$ cat src/rtl/cpu_pkg.sv
// Shared write-back types: FSM state, result source, result beat and register-zero constant.
package cpu_pkg;

    localparam int XLEN_DEF = 32;
    localparam logic [4:0] REG_ZERO = 5'd0;

    typedef enum logic {
        RUN      = 1'b0,
        REDIRECT = 1'b1
    } wb_state_t;

    typedef enum logic {
        SRC_ALU = 1'b0,
        SRC_LSU = 1'b1
    } wb_src_t;

    typedef struct packed {
        logic [4:0]          rd;
        logic [XLEN_DEF-1:0] data;
    } wb_beat_t;

    // x0 is hard-wired, so a beat targeting it never writes the register file.
    function automatic logic writes_reg(input logic [4:0] rd);
        return (rd != REG_ZERO);
    endfunction

endpackage

$ cat src/rtl/wb_arbiter.sv
// Two-way round-robin arbiter between ALU and LSU result channels with a last-grant register.
module wb_arbiter
    import cpu_pkg::*;
(
    input  logic    clk,
    input  logic    rst_n,
    input  logic    en,
    input  logic    req_alu,
    input  logic    req_lsu,
    output logic    gnt_alu,
    output logic    gnt_lsu,
    output wb_src_t src
);

    wb_src_t last_r;

    // Grant selection: a lone requester wins, contention goes to the channel not granted last.
    always_comb begin
        gnt_alu = 1'b0;
        gnt_lsu = 1'b0;
        if (req_alu && req_lsu) begin
            if (last_r == SRC_ALU) begin
                gnt_lsu = 1'b1;
            end else begin
                gnt_alu = 1'b1;
            end
        end else if (req_alu) begin
            gnt_alu = 1'b1;
        end else if (req_lsu) begin
            gnt_lsu = 1'b1;
        end else begin
            gnt_alu = 1'b0;
            gnt_lsu = 1'b0;
        end
        src = gnt_lsu ? SRC_LSU : SRC_ALU;
    end

    // Last-grant history, only advanced when a grant is actually consumed.
    always_ff @(posedge clk or negedge rst_n) begin
        if (!rst_n) begin
            last_r <= SRC_ALU;
        end else if (en && (gnt_alu || gnt_lsu)) begin
            last_r <= src;
        end else begin
            last_r <= last_r;
        end
    end

endmodule

$ cat src/rtl/wb_stage.sv
// Write-back stage: arbitrates ALU/LSU results, commits one register write per cycle,
// and turns taken jumps into a PC redirect plus flush. Optional bypass ports: WB_BYPASS_EN.
module wb_stage
    import cpu_pkg::*;
#(
    parameter int XLEN         = XLEN_DEF,
    parameter int FLUSH_CYCLES = 2
) (
    input  logic            clk,
    input  logic            rst_n,
    input  logic            alu_valid_i,
    input  logic [XLEN-1:0] alu_result_i,
    input  logic [4:0]      alu_rd_i,
    input  logic            alu_target_valid_i,
    input  logic [XLEN-1:0] alu_target_i,
    output logic            alu_ok_o,
    input  logic            lsu_valid_i,
    input  logic [XLEN-1:0] lsu_data_i,
    input  logic [4:0]      lsu_rd_i,
    output logic            lsu_ok_o,
    output logic            rf_we_o,
    output logic [4:0]      rf_waddr_o,
    output logic [XLEN-1:0] rf_wdata_o,
    output logic            clr_valid_o,
    output logic [4:0]      clr_rd_o,
    output logic            pc_target_valid_o,
    output logic [XLEN-1:0] pc_target_o,
`ifdef WB_BYPASS_EN
    output logic            byp_valid_o,
    output logic [4:0]      byp_rd_o,
    output logic [XLEN-1:0] byp_data_o,
`endif
    output logic            flush_o
);

    localparam int CNT_W = (FLUSH_CYCLES < 2) ? 1 : $clog2(FLUSH_CYCLES + 1);

    wb_state_t        state_r;
    wb_state_t        state_s;
    logic [CNT_W-1:0] cnt_r;

    logic             gnt_alu_s;
    logic             gnt_lsu_s;
    wb_src_t          src_s;
    logic             run_s;
    logic             accept_s;
    logic             branch_s;
    wb_beat_t         beat_s;

    logic             rf_we_r;
    logic [4:0]       rf_waddr_r;
    logic [XLEN-1:0]  rf_wdata_r;
    logic             clr_valid_r;
    logic [4:0]       clr_rd_r;
    logic             pc_target_valid_r;
    logic [XLEN-1:0]  pc_target_r;
    logic             flush_r;

    wb_arbiter u_arb (
        .clk     (clk),
        .rst_n   (rst_n),
        .en      (run_s),
        .req_alu (alu_valid_i),
        .req_lsu (lsu_valid_i),
        .gnt_alu (gnt_alu_s),
        .gnt_lsu (gnt_lsu_s),
        .src     (src_s)
    );

    // State register and flush counter.
    always_ff @(posedge clk or negedge rst_n) begin
        if (!rst_n) begin
            state_r <= RUN;
            cnt_r   <= {CNT_W{1'b0}};
        end else begin
            state_r <= state_s;
            if (branch_s) begin
                cnt_r <= CNT_W'(FLUSH_CYCLES);
            end else if (state_r == REDIRECT) begin
                cnt_r <= cnt_r - CNT_W'(1);
            end else begin
                cnt_r <= cnt_r;
            end
        end
    end

    // Next-state logic: a taken jump enters REDIRECT, which exits on the counter's last cycle.
    always_comb begin
        state_s = state_r;
        case (state_r)
            RUN: begin
                if (branch_s) begin
                    state_s = REDIRECT;
                end else begin
                    state_s = RUN;
                end
            end
            REDIRECT: begin
                if (cnt_r == CNT_W'(1)) begin
                    state_s = RUN;
                end else begin
                    state_s = REDIRECT;
                end
            end
            default: state_s = RUN;
        endcase
    end

    // Handshake outputs and accept decode; REDIRECT acks everything so stale beats drain.
    always_comb begin
        alu_ok_o = 1'b0;
        lsu_ok_o = 1'b0;
        run_s    = 1'b0;
        case (state_r)
            RUN: begin
                run_s    = 1'b1;
                alu_ok_o = gnt_alu_s;
                lsu_ok_o = gnt_lsu_s;
            end
            REDIRECT: begin
                alu_ok_o = 1'b1;
                lsu_ok_o = 1'b1;
            end
            default: begin
                alu_ok_o = 1'b0;
                lsu_ok_o = 1'b0;
            end
        endcase
        accept_s = run_s && (gnt_alu_s || gnt_lsu_s);
        branch_s = run_s && gnt_alu_s && alu_target_valid_i;
        if (src_s == SRC_LSU) begin
            beat_s = '{rd: lsu_rd_i, data: lsu_data_i};
        end else begin
            beat_s = '{rd: alu_rd_i, data: alu_result_i};
        end
    end

    // Registered commit, scoreboard release, redirect and flush outputs.
    always_ff @(posedge clk or negedge rst_n) begin
        if (!rst_n) begin
            rf_we_r           <= 1'b0;
            rf_waddr_r        <= REG_ZERO;
            rf_wdata_r        <= {XLEN{1'b0}};
            clr_valid_r       <= 1'b0;
            clr_rd_r          <= REG_ZERO;
            pc_target_valid_r <= 1'b0;
            pc_target_r       <= {XLEN{1'b0}};
            flush_r           <= 1'b0;
        end else begin
            if (accept_s) begin
                rf_we_r     <= writes_reg(beat_s.rd);
                rf_waddr_r  <= beat_s.rd;
                rf_wdata_r  <= beat_s.data;
                clr_valid_r <= 1'b1;
                clr_rd_r    <= beat_s.rd;
            end else begin
                rf_we_r     <= 1'b0;
                rf_waddr_r  <= REG_ZERO;
                rf_wdata_r  <= {XLEN{1'b0}};
                clr_valid_r <= 1'b0;
                clr_rd_r    <= REG_ZERO;
            end
            if (branch_s) begin
                pc_target_valid_r <= 1'b1;
                pc_target_r       <= alu_target_i;
            end else begin
                pc_target_valid_r <= 1'b0;
                pc_target_r       <= pc_target_r;
            end
            flush_r <= (state_s == REDIRECT);
        end
    end

    assign rf_we_o           = rf_we_r;
    assign rf_waddr_o        = rf_waddr_r;
    assign rf_wdata_o        = rf_wdata_r;
    assign clr_valid_o       = clr_valid_r;
    assign clr_rd_o          = clr_rd_r;
    assign pc_target_valid_o = pc_target_valid_r;
    assign pc_target_o       = pc_target_r;
    assign flush_o           = flush_r;

`ifdef WB_BYPASS_EN
    // Early forward of the beat being accepted this cycle.
    always_comb begin
        if (accept_s) begin
            byp_valid_o = writes_reg(beat_s.rd);
            byp_rd_o    = beat_s.rd;
            byp_data_o  = beat_s.data;
        end else begin
            byp_valid_o = 1'b0;
            byp_rd_o    = REG_ZERO;
            byp_data_o  = {XLEN{1'b0}};
        end
    end
`endif

endmodule

$ cat config.mk
export PLATFORM = sky130hd
export DESIGN_NAME = wb_stage
export DESIGN_NICKNAME = d
export VERILOG_FILES = /design/src/rtl/cpu_pkg.sv /design/src/rtl/wb_arbiter.sv /design/src/rtl/wb_stage.sv
export SDC_FILE = /design/constraint.sdc
export NUM_CORES = 1
export LEC_CHECK = 0
export BUFFER_PORTS_ARGS = -buffer_cell sky130_fd_sc_hd__buf_2
export CAP_MARGIN = 0
export CORE_MARGIN = 5
export CORE_UTILIZATION = 40
export CTS_BUF_LIST = sky130_fd_sc_hd__clkbuf_2
export CTS_CLUSTER_SIZE = 24
export DETAILED_ROUTE_END_ITERATION = 10
export PLACE_DENSITY_LB_ADDON = 0.12
export SLEW_MARGIN = 0
export SYNTH_ARGS = -nofsm -noshare
export SYNTH_HDL_FRONTEND = slang
export SYNTH_SLANG_ARGS = --single-unit
$ cat constraint.sdc
create_clock -name clk -period 2.6 [get_ports clk]
set_clock_uncertainty 0.1 [all_clocks]
set_input_delay 0.26 -clock clk [delete_from_list [all_inputs] [get_ports clk]]
set_output_delay 0.26 -clock clk [all_outputs]
set_load 0.05 [all_outputs]
==> run summary, run 1 <==
XOR/XNOR Fraction of Synth Area = 0%
WP data arrival = 2.44 ns
RSZ-0062 raised after global routing = no
GRT overflow = 0
Clock-pin slew on the worst setup and hold paths = 0.20 ns
Yosys cell types = 29
Synth cell count leaders = 76 x dfrtp_1, 73 x nand2_1, 36 x a21oi_1
Layout area overhead = 67.8%
Critical Path RT = 2.90 ns
Status = complete, no violations
Pwr/cell area = 1120 nW/um^2
Routed Antenna Nets = 0
# diodes = 0
Worst slew margin = 36.9%
CP Capture Type = flip-flop
Multi-input gate area = 1110 um^2
Nets = 669
Top-area cell type share of the netlist area = 59.4%
Filler Cells Inserted = 583
Placed Cells = 539
Core area = 7770 um^2
Gates resized, CTS repair = 0
Leakage = 2.88 nW
Met1 GRT Util = 24.5%
Global route hottest layer = met2
Die area = 9890 um^2
Port Buffers = 190
Final Hold Viols = 0
Post-synth EDFFs = 0
Std-Cell Rows = 32
Fmax achieved = 0.469 GHz
TritonCTS clock tree = yes
Die width = 99.4 um
Syn. warnings = 0
Root Buffer = clkbuf_2
Storage element area = 1900 um^2
Largest area contributor in the netlist = dfrtp_1
Top-count cell post-synth = dfrtp_1
Vias per std cell = 4.63
Num CTS Buffers = 9
Drt pass-1 iters = 5
Final Setup Violations = 0
GRT met2 Usage = 34.0%
Sequential share of the synthesized area = 59.4%
Initial Util = 41.2%
Critical path class = input pin to flip-flop
Drt total wl = 10000 um
Largest net degree at the start of global routing = 77
Worst setup SP type = input pin
Asr flop ratio synth = 100%
Wire per inst = 15.1 um
Via Count = 3071
Post-detail-place hpwl = 6160 um
Mapped Cells = 266
Seq cells post-synth = 76
Worst slew pin tran = 0.946 ns
Die H = 99.4 um
Hold crit path type = input pin to flip-flop
Ys flop type = dfrtp_1
Clock buffer depth = 2
First-pass GRT wire length = 16100 um
GP Congestion = 0.794
Synth Area in Adders = 0.391%
Complex-gate fraction of the synthesized area = 8.60%
VDD IR max = 552 uV
Non-filler cells, final = 664
Net Count, Synth = 378
Global Route met3 Usage = 6.52%
Largest family of logic cells by synthesized area = multiplexers
Starting DRT DRC Count = 126
Period minus WS final = 2.13 ns
Synth area leaders = dfrtp_1 59%, mux2_4 13%, nand2_1 8.6%
Max-slew violations = 0
Skew-Pair Late Insertion Delay = 0.47 ns
Max-cap viol count = 0
Final TNS setup = 0 ns
Initial antenna violation count = 0
Vias in the first global route = 3339
CP max FO = 37
Overall Global Routing Usage = 20.3%
Residual DRC count = 0
Final Cycle Share = 82.0%
Share of layout cells above drive strength 1 = 44.1%
Synthesized area per cell = 12.0 um^2
H-tree depth = 3
I/O Pins = 191
Postcts setup bufs = 0
Simple-gate share of the synthesized area = 10.6%
Portion of netlist area occupied by mux cells = 14.9%
Clk sink count = 76
Post-Synthesis Cell Area = 3200 um^2
## sequential cells by signal, summed over array words and instances, names as in the netlist
signal             count
pc_target_o           32
u_arb.last_r           1
clr_rd_o               5
rf_we_o                1
pc_target_valid_o      1
flush_o                1
clr_valid_o            1
cnt_r                  2
rf_wdata_o            32
## cells in the final DEF, fill, tap and decap left out
| master | n |
|---|---|
| mux2_4 | 28 |
| o22ai_1 | 1 |
| inv_1 | 5 |
| clkinvlp_4 | 3 |
| nand2b_1 | 1 |
| nand2b_4 | 1 |
| a311oi_1 | 1 |
| buf_2 | 189 |
| a21o_1 | 3 |
| inv_6 | 1 |
| ha_1 | 1 |
| nor4_1 | 2 |
| a21bo_2 | 1 |
| a32oi_1 | 1 |
| nand2_1 | 73 |
| o2bb2ai_1 | 1 |
| a21boi_2 | 1 |
| clkinv_4 | 1 |
| a31oi_1 | 1 |
| nor2_1 | 2 |
| mux2_2 | 5 |
| dfrtp_1 | 76 |
| nor2b_4 | 1 |
| o21ai_0 | 1 |
| clkbuf_2 | 9 |
| a21oi_1 | 36 |
| bufinv_16 | 2 |
| buf_4 | 4 |
| o21bai_2 | 1 |
| and3_4 | 1 |
| dlygate4sd3_1 | 109 |
## cells by family after synthesis
kind of cell	after synthesis
compound gates	48
fa+ha+maj	1
buf+inv	27
flops	76
mux	33
simple gates	81
## path summary, 6_finish.rpt
| check | startpoint | endpoint | slack [ns] | depth (start not counted) |
|---|---|---|---|---|
| min in group asynchronous | rst_n | rf_wdata_o[15]$_DFF_PN0_ | 0.36 | 2 |
| min reg2reg | pc_target_o[2]$_DFFE_PN0P_ | pc_target_o[2]$_DFFE_PN0P_ | 0.43 | 1 |
| min | alu_valid_i | cnt_r[1]$_DFFE_PN0P_ | 0.09 | 3 |
| max | lsu_valid_i | rf_wdata_o[8]$_DFF_PN0_ | 0.47 | 7 |
| max in group asynchronous | rst_n | rf_wdata_o[30]$_DFF_PN0_ | 1.44 | 2 |
| max reg2reg | flush_o$_DFF_PN0_ | rf_wdata_o[8]$_DFF_PN0_ | 0.47 | 4 |
## metrics by stage
step	utilization [%]	hold slack [ns]	area (um^2)	power (mW)	setup slack, ns
2_1_floorplan	-	-0.136	3200	4.31	0.796
3_3_place_gp	53.2	0.377	4130	4.98	0.710
3_5_place_dp	53.2	0.377	4130	5.02	0.686
4_1_cts	69.1	0.00753	5370	6.07	0.499
5_1_grt	69.1	0.0562	5370	6.34	0.361
6_report	69.1	0.0874	5370	6.04	0.467
## final cells by class
cell class	instances	share of cell area (%)
timing repair buffer	302	38.5
inverter	5	0.350
sequential	76	35.4
multi-input combinational	163	20.6
clock buffer	9	0.839
clock inverter	7	1.86
tap	102	2.38
## where the power goes
| group | switching [mW] | internal, mW | leakage [nW] |
|---|---|---|---|
| Clock | 0.424 | 0.322 | 0.0747 |
| Sequential | 0.231 | 1.62 | 0.949 |
| Combinational | 2.33 | 1.11 | 1.85 |
| Total | 2.99 | 3.05 | 2.88 |
## timing repair
item / in CTS / in global routing
setup endpoints to repair: 0 / 0
hold buffers: 109 / 0
hold endpoints to repair: 149 / 0
## worst max-delay path, cell delays in order
cell	delay, ns
dlygate4sd3_1	0.53
buf_2	0.16
a21bo_2	0.20
buf_4	0.34
nand2_1	0.11
a21oi_1	0.20
dlygate4sd3_1	0.60
## per-layer routing
metal | vias to the layer above | part of all wire (%)
li1 | 1457 | -
met1 | 1429 | 40
met2 | 166 | 47
met3 | 19 | 10
met4 | 0 | 2.1
met5 | - | 0
Power figures use the tool's default switching activity.
==> run 2: changes to the inputs <==
==> constraint.sdc (replaced) <==
create_clock -name clk -period 2.1 [get_ports clk]
set_clock_uncertainty 0.1 [all_clocks]
set_input_delay 0.21 -clock clk [delete_from_list [all_inputs] [get_ports clk]]
set_output_delay 0.21 -clock clk [all_outputs]
set_load 0.05 [all_outputs]
==> run summary, run 2 (synthesis results as in run 1) <==
H-tree depth = 3
Critical path's slowest cell = dlygate4sd3_1
Worst slew pin tran = 0.397 ns
Critical path class = input pin to flip-flop
Max-slew violations = 0
Initial Util = 41.2%
Starting DRT DRC Count = 89
Overall Global Routing Usage = 20.4%
Sequential Power Share = 29.6%
Drt total wl = 10100 um
Final Setup Violations = 0
Skew-Pair Late Insertion Delay = 0.47 ns
Vias in the first global route = 3256
Logic gate share of total power = 57.2%
Worst setup SP type = input pin
Sw Share = 48.2%
Final Cycle Share = 91.7%
Clk pwr share = 13.2%
Die area = 9890 um^2
Core area = 7770 um^2
Die width = 99.4 um
Fmax achieved = 0.519 GHz
Drt pass-1 iters = 5
Residual DRC count = 0
Period minus WS final = 1.93 ns
I/O Pins = 191
Status = complete, no violations
Largest net degree at the start of global routing = 39
Slowest stage delay, CP = 0.56 ns
Most frequent cells in the layout = 189 x buf_2, 109 x dlygate4sd3_1, 76 x dfrtp_1
Hold crit path type = input pin to flip-flop
Critical Path RT = 2.42 ns
Int Pwr = 3.94 mW
VDD IR max = 776 uV
Most common cell after layout, fill and taps aside = buf_2
Max-cap viol count = 0
WP data arrival = 2.24 ns
Layout area overhead = 71.2%
First-pass GRT wire length = 15900 um
GP Congestion = 0.749
Most frequent cell on the critical path = dlygate4sd3_1
CP Cell Sequence = dlygate4sd3_1, buf_2, a21bo_2, buf_8, nand2_1, a21oi_1, dlygate4sd3_1
Initial antenna violation count = 0
Via Count = 3063
RSZ-0062 raised after global routing = no
Clk sink count = 76
Std-Cell Rows = 32
Pwr/cell area = 1390 nW/um^2
Clock-pin slew on the worst setup and hold paths = 0.20 ns
GRT overflow = 0
# diodes = 0
Tot Pwr = 7.60 mW
Vias per std cell = 4.57
Final WS setup = 0.174 ns
Placement Setup Slack = 0.416 ns
CP Capture Type = flip-flop
Net Switching = 3.66 mW
Nets = 675
Final Hold Viols = 0
Leakage = 2.94 nW
TritonCTS clock tree = yes
Postcts setup bufs = 0
Routed Antenna Nets = 0
Root Buffer = clkbuf_2
Port Buffers = 190
Final TNS setup = 0 ns
Num CTS Buffers = 9
Clock buffer depth = 2
CP max FO = 36
Share of layout cells above drive strength 1 = 44.7%
Post-detail-place hpwl = 6130 um
Wire per inst = 15.1 um
Worst slew margin = 73.5%
Die H = 99.4 um
Filler Cells Inserted = 540
==> run 2: worst max-delay path, delay by kind of cell <==
kind                   cells  cell delay (ns)
buffers and inverters      4             1.50
AND/OR/NAND/NOR            1             0.12
AO/OA/AOI/OAI              2             0.41
==> run 2: timing repair <==
item	in CTS	in global routing
gates resized for setup	0	3
setup endpoints to repair	0	10
hold endpoints to repair	150	0
hold buffers	109	0
==> run 2: area by class of cell <==
type / count / area (um^2) / share of cell area [%]
clock buffers: 9 / 45.0 / 0.822
repair buffers: 308 / 2160 / 39.5
inverters: 5 / 18.8 / 0.343
well taps: 102 / 128 / 2.33
multi-input cells: 163 / 1110 / 20.2
clock inverters: 7 / 115 / 2.10
flip-flops and latches: 76 / 1900 / 34.7
==> run 2: per-stage QoR <==
stage / instance area (um^2) / std cells / hold slack, ns / utilization (%)
global placement: 4210 / 545 / 0.0632 / 54.3
finish: 5480 / 670 / 0.0540 / 70.5
detailed placement: 4210 / 545 / 0.0657 / 54.3
global route: 5480 / 670 / 0.0256 / 70.5
CTS: 5470 / 670 / 0.00670 / 70.4
floorplan: 3200 / 266 / -0.186 / -
==> run 2: path summary, 6_finish.rpt <==
| path | startpoint | end | slack (ns) | cells past startpoint |
|---|---|---|---|---|
| max in group asynchronous | rst_n | rf_wdata_o[23]$_DFF_PN0_ | 1.25 | 3 |
| max reg2reg | flush_o$_DFF_PN0_ | rf_wdata_o[3]$_DFF_PN0_ | 0.18 | 5 |
| min | alu_valid_i | cnt_r[1]$_DFFE_PN0P_ | 0.05 | 3 |
| max | lsu_valid_i | rf_wdata_o[13]$_DFF_PN0_ | 0.17 | 7 |
| min reg2reg | pc_target_o[1]$_DFFE_PN0P_ | pc_target_o[1]$_DFFE_PN0P_ | 0.43 | 1 |
| min in group asynchronous | rst_n | pc_target_o[26]$_DFFE_PN0P_ | 0.08 | 2 |
==> run 2: power by group through the flow <==
stage | Clock, mW | Sequential (mW) | Combinational, mW
finish | 1.00 | 2.25 | 4.35
global route | 1.11 | 2.32 | 4.56
CTS | 1.05 | 2.24 | 4.33
detailed placement | 0 | 2.27 | 3.97
global placement | 0 | 2.28 | 3.94
floorplan | 0 | 4.16 | 1.18
==> run 2: metal layers <==
layer | GRT usage, % | part of all wire (%) | vias up
met2 | 33.1 | 47 | 156
li1 | - | - | 1470
met1 | 25.0 | 41 | 1422
met5 | 0 | 0 | -
met4 | 8.19 | 1.8 | 0
met3 | 6.87 | 10 | 15
==> run 3: changes to the inputs <==
--- a/config.mk
+++ b/config.mk
@@ -10,8 +10,9 @@
 export CORE_MARGIN = 5
 export CORE_UTILIZATION = 40
 export CTS_BUF_LIST = sky130_fd_sc_hd__clkbuf_2
-export CTS_CLUSTER_SIZE = 24
+export CTS_CLUSTER_SIZE = 12
 export DETAILED_ROUTE_END_ITERATION = 10
+export GPL_TIMING_DRIVEN = 0
 export PLACE_DENSITY_LB_ADDON = 0.12
 export SLEW_MARGIN = 0
 export SYNTH_ARGS = -nofsm -noshare
==> run summary, run 3 <==
Failed at = 4_1_cts
Post-detail-place hpwl = 6710 um
I/O Pins = 191
Post-Synthesis Cell Area = 3200 um^2
Std-Cell Rows = 32
Root Buffer = clkbuf_2
Port Buffers = 189
Synth cell count leaders = 76 x dfrtp_1, 73 x nand2_1, 36 x a21oi_1
Mapped Cells = 266
Largest area contributor in the netlist = dfrtp_1
Sequential share of the synthesized area = 59.4%
H-tree depth = 3
Initial Util = 41.2%
Seq cells post-synth = 76
Asr flop ratio synth = 100%
Ys flop type = dfrtp_1
Clk sink count = 76
Die H = 99.4 um
Synthesized area per cell = 12.0 um^2
Post-synth EDFFs = 0
Yosys cell types = 29
Top-area cell type share of the netlist area = 59.4%
Syn. warnings = 0
Gates resized, CTS repair = 1
Top-count cell post-synth = dfrtp_1
GP Congestion = 0.769
Placed cell area = 4300 um^2
Cts hold-fix bufs = 115
Tool Error = [ERROR RSZ-0060] Max buffer count reached.
Synth area leaders = dfrtp_1 59%, mux2_4 13%, nand2_1 8.6%
Placement Setup Slack = 0.415 ns
Net Count, Synth = 378
Num CTS Buffers = 9
Die width = 99.4 um
Postcts setup bufs = 0
Status = did not finish
Clock buffer depth = 2
## run 3: cell counts after synthesis
Identical to the previous run, type by type.
## run 3: cells by family after synthesis
| logic type | synth area share, % |
|---|---|
| fa+ha+maj | 0.391 |
| simple gates | 10.6 |
| buf+inv | 6.06 |
| compound gates | 8.60 |
| mux | 14.9 |
| flops | 59.4 |
## run 3: per-stage QoR
step / hold slack (ns) / std cells
after detailed placement: -0.0251 / 558
after global placement: 0.342 / 557
after floorplan: -0.186 / 266
==> run 4: changes to the inputs <==
--- a/config.mk
+++ b/config.mk
@@ -8,12 +8,10 @@
 export BUFFER_PORTS_ARGS = -buffer_cell sky130_fd_sc_hd__buf_2
 export CAP_MARGIN = 0
 export CORE_MARGIN = 5
-export CORE_UTILIZATION = 40
-export CTS_BUF_LIST = sky130_fd_sc_hd__clkbuf_2
-export CTS_CLUSTER_SIZE = 12
+export CORE_UTILIZATION = 25
 export DETAILED_ROUTE_END_ITERATION = 10
 export GPL_TIMING_DRIVEN = 0
-export PLACE_DENSITY_LB_ADDON = 0.12
+export PLACE_DENSITY_LB_ADDON = 0.15
 export SLEW_MARGIN = 0
 export SYNTH_ARGS = -nofsm -noshare
 export SYNTH_HDL_FRONTEND = slang
==> run summary, run 4 (synthesis results as in run 1) <==
Share of layout cells above drive strength 1 = 50.1%
CP Capture Type = flip-flop
Status = complete, no violations
TritonCTS clock tree = yes
Final WS setup = 0.201 ns
Worst slew pin tran = 0.551 ns
Starting DRT DRC Count = 159
Clock-pin slew on the worst setup and hold paths = 0.06 ns
Die width = 123 um
Final TNS setup = 0 ns
Final Cell Area = 5150 um^2
CP max FO = 10
# diodes = 0
Post-detail-place hpwl = 7360 um
Die H = 123 um
I/O Pins = 191
R2r setup slk = 0.20 ns
Final Setup Violations = 0
Most frequent cells in the layout = 196 x buf_2, 76 x dfrtp_1, 73 x nand2_1
Hold crit path type = input pin to flip-flop
Wire per inst = 14.9 um
H-tree depth = 3
Largest net degree at the start of global routing = 65
First-pass GRT wire length = 15500 um
Non-filler cells, final = 691
VDD IR max = 552 uV
Max-cap viol count = 0
GP Congestion = 0.699
Overall Global Routing Usage = 13.6%
Vias in the first global route = 3059
Nets = 628
GRT overflow = 0
Clk sink count = 76
Vias per std cell = 4.12
Initial Util = 25.5%
Residual DRC count = 0
Core area = 12600 um^2
Period minus WS final = 1.90 ns
Root Buffer = clkbuf_16
Layout area overhead = 60.9%
Die area = 15200 um^2
Initial antenna violation count = 0
Drt pass-1 iters = 4
Clock buffer depth = 2
Placement Setup Slack = 0.401 ns
Critical Path RT = 2.27 ns
Worst slew margin = 63.0%
Drt total wl = 10300 um
Fmax achieved = 0.527 GHz
Port Buffers = 189
Tot Pwr = 7.79 mW
Final Hold Viols = 0
Std-Cell Rows = 41
Pwr/cell area = 1510 nW/um^2
Via Count = 2849
Worst setup SP type = flip-flop
Num CTS Buffers = 9
WP data arrival = 2.06 ns
Max-slew violations = 0
RSZ-0062 raised after global routing = no
Routed Antenna Nets = 0
Leakage = 2.71 nW
Placed cell area = 4390 um^2
Placed Cells = 628
Most common cell after layout, fill and taps aside = buf_2
Final Cycle Share = 90.4%
Critical path class = flip-flop to flip-flop
Skew-Pair Late Insertion Delay = 0.33 ns
[run 4: area by class of cell]
cell class	instances	area (um^2)
clock inverters	4	27.5
repair buffers	239	1470
clock buffers	10	239
plain buffers	22	175
well taps	172	215
multi-input cells	163	1100
inverters	5	18.8
fillers	1237	7420
flip-flops and latches	76	1900
[run 4: where the power goes]
part	total (mW)	switching (mW)	internal (mW)
clock	1.40	0.589	0.816
sequential	2.27	0.256	2.02
combinational	4.11	2.89	1.22
[run 4: stage by stage]
stage	utilization, %	hold slack [ns]
after floorplan	-	-0.186
after global placement	34.7	0.342
after detailed placement	34.9	-0.0148
after CTS	41.0	0.0000400
after global routing	41.0	0.00547
final	41.0	0.0150
[run 4: critical path, stage by stage (launching register included)]
cell and delay, ns:
dfrtp_1 0.43, a21boi_2 0.49, nand2_1 0.10, a21oi_1 0.14
dlygate4sd3_1 0.57
[run 4: final timing paths]
path,startpoint,to,cells after the start
worst max-delay path,u_arb.last_r$_DFFE_PN0P_,rf_wdata_o[2]$_DFF_PN0_,4
worst min-delay path,alu_target_i[16],pc_target_o[16]$_DFFE_PN0P_,2
worst max register to register,u_arb.last_r$_DFFE_PN0P_,rf_wdata_o[2]$_DFF_PN0_,4
worst min register to register,pc_target_o[28]$_DFFE_PN0P_,pc_target_o[28]$_DFFE_PN0P_,1
max in group asynchronous,rst_n,rf_wdata_o[24]$_DFF_PN0_,3
min in group asynchronous,rst_n,pc_target_o[28]$_DFFE_PN0P_,2
[run 4: repair_timing]
action                    CTS  global route
gates resized for setup     0             0
hold endpoints to repair  116             0
hold buffers               49             0
buffers inserted            0             0
[run 4: per-layer routing]
metal / share of wire (%) / track usage [%]
met1: 41 / 15.8
met4: 2.2 / 6.57
met5: 0 / 0
met3: 7.4 / 3.02
met2: 49 / 23.5
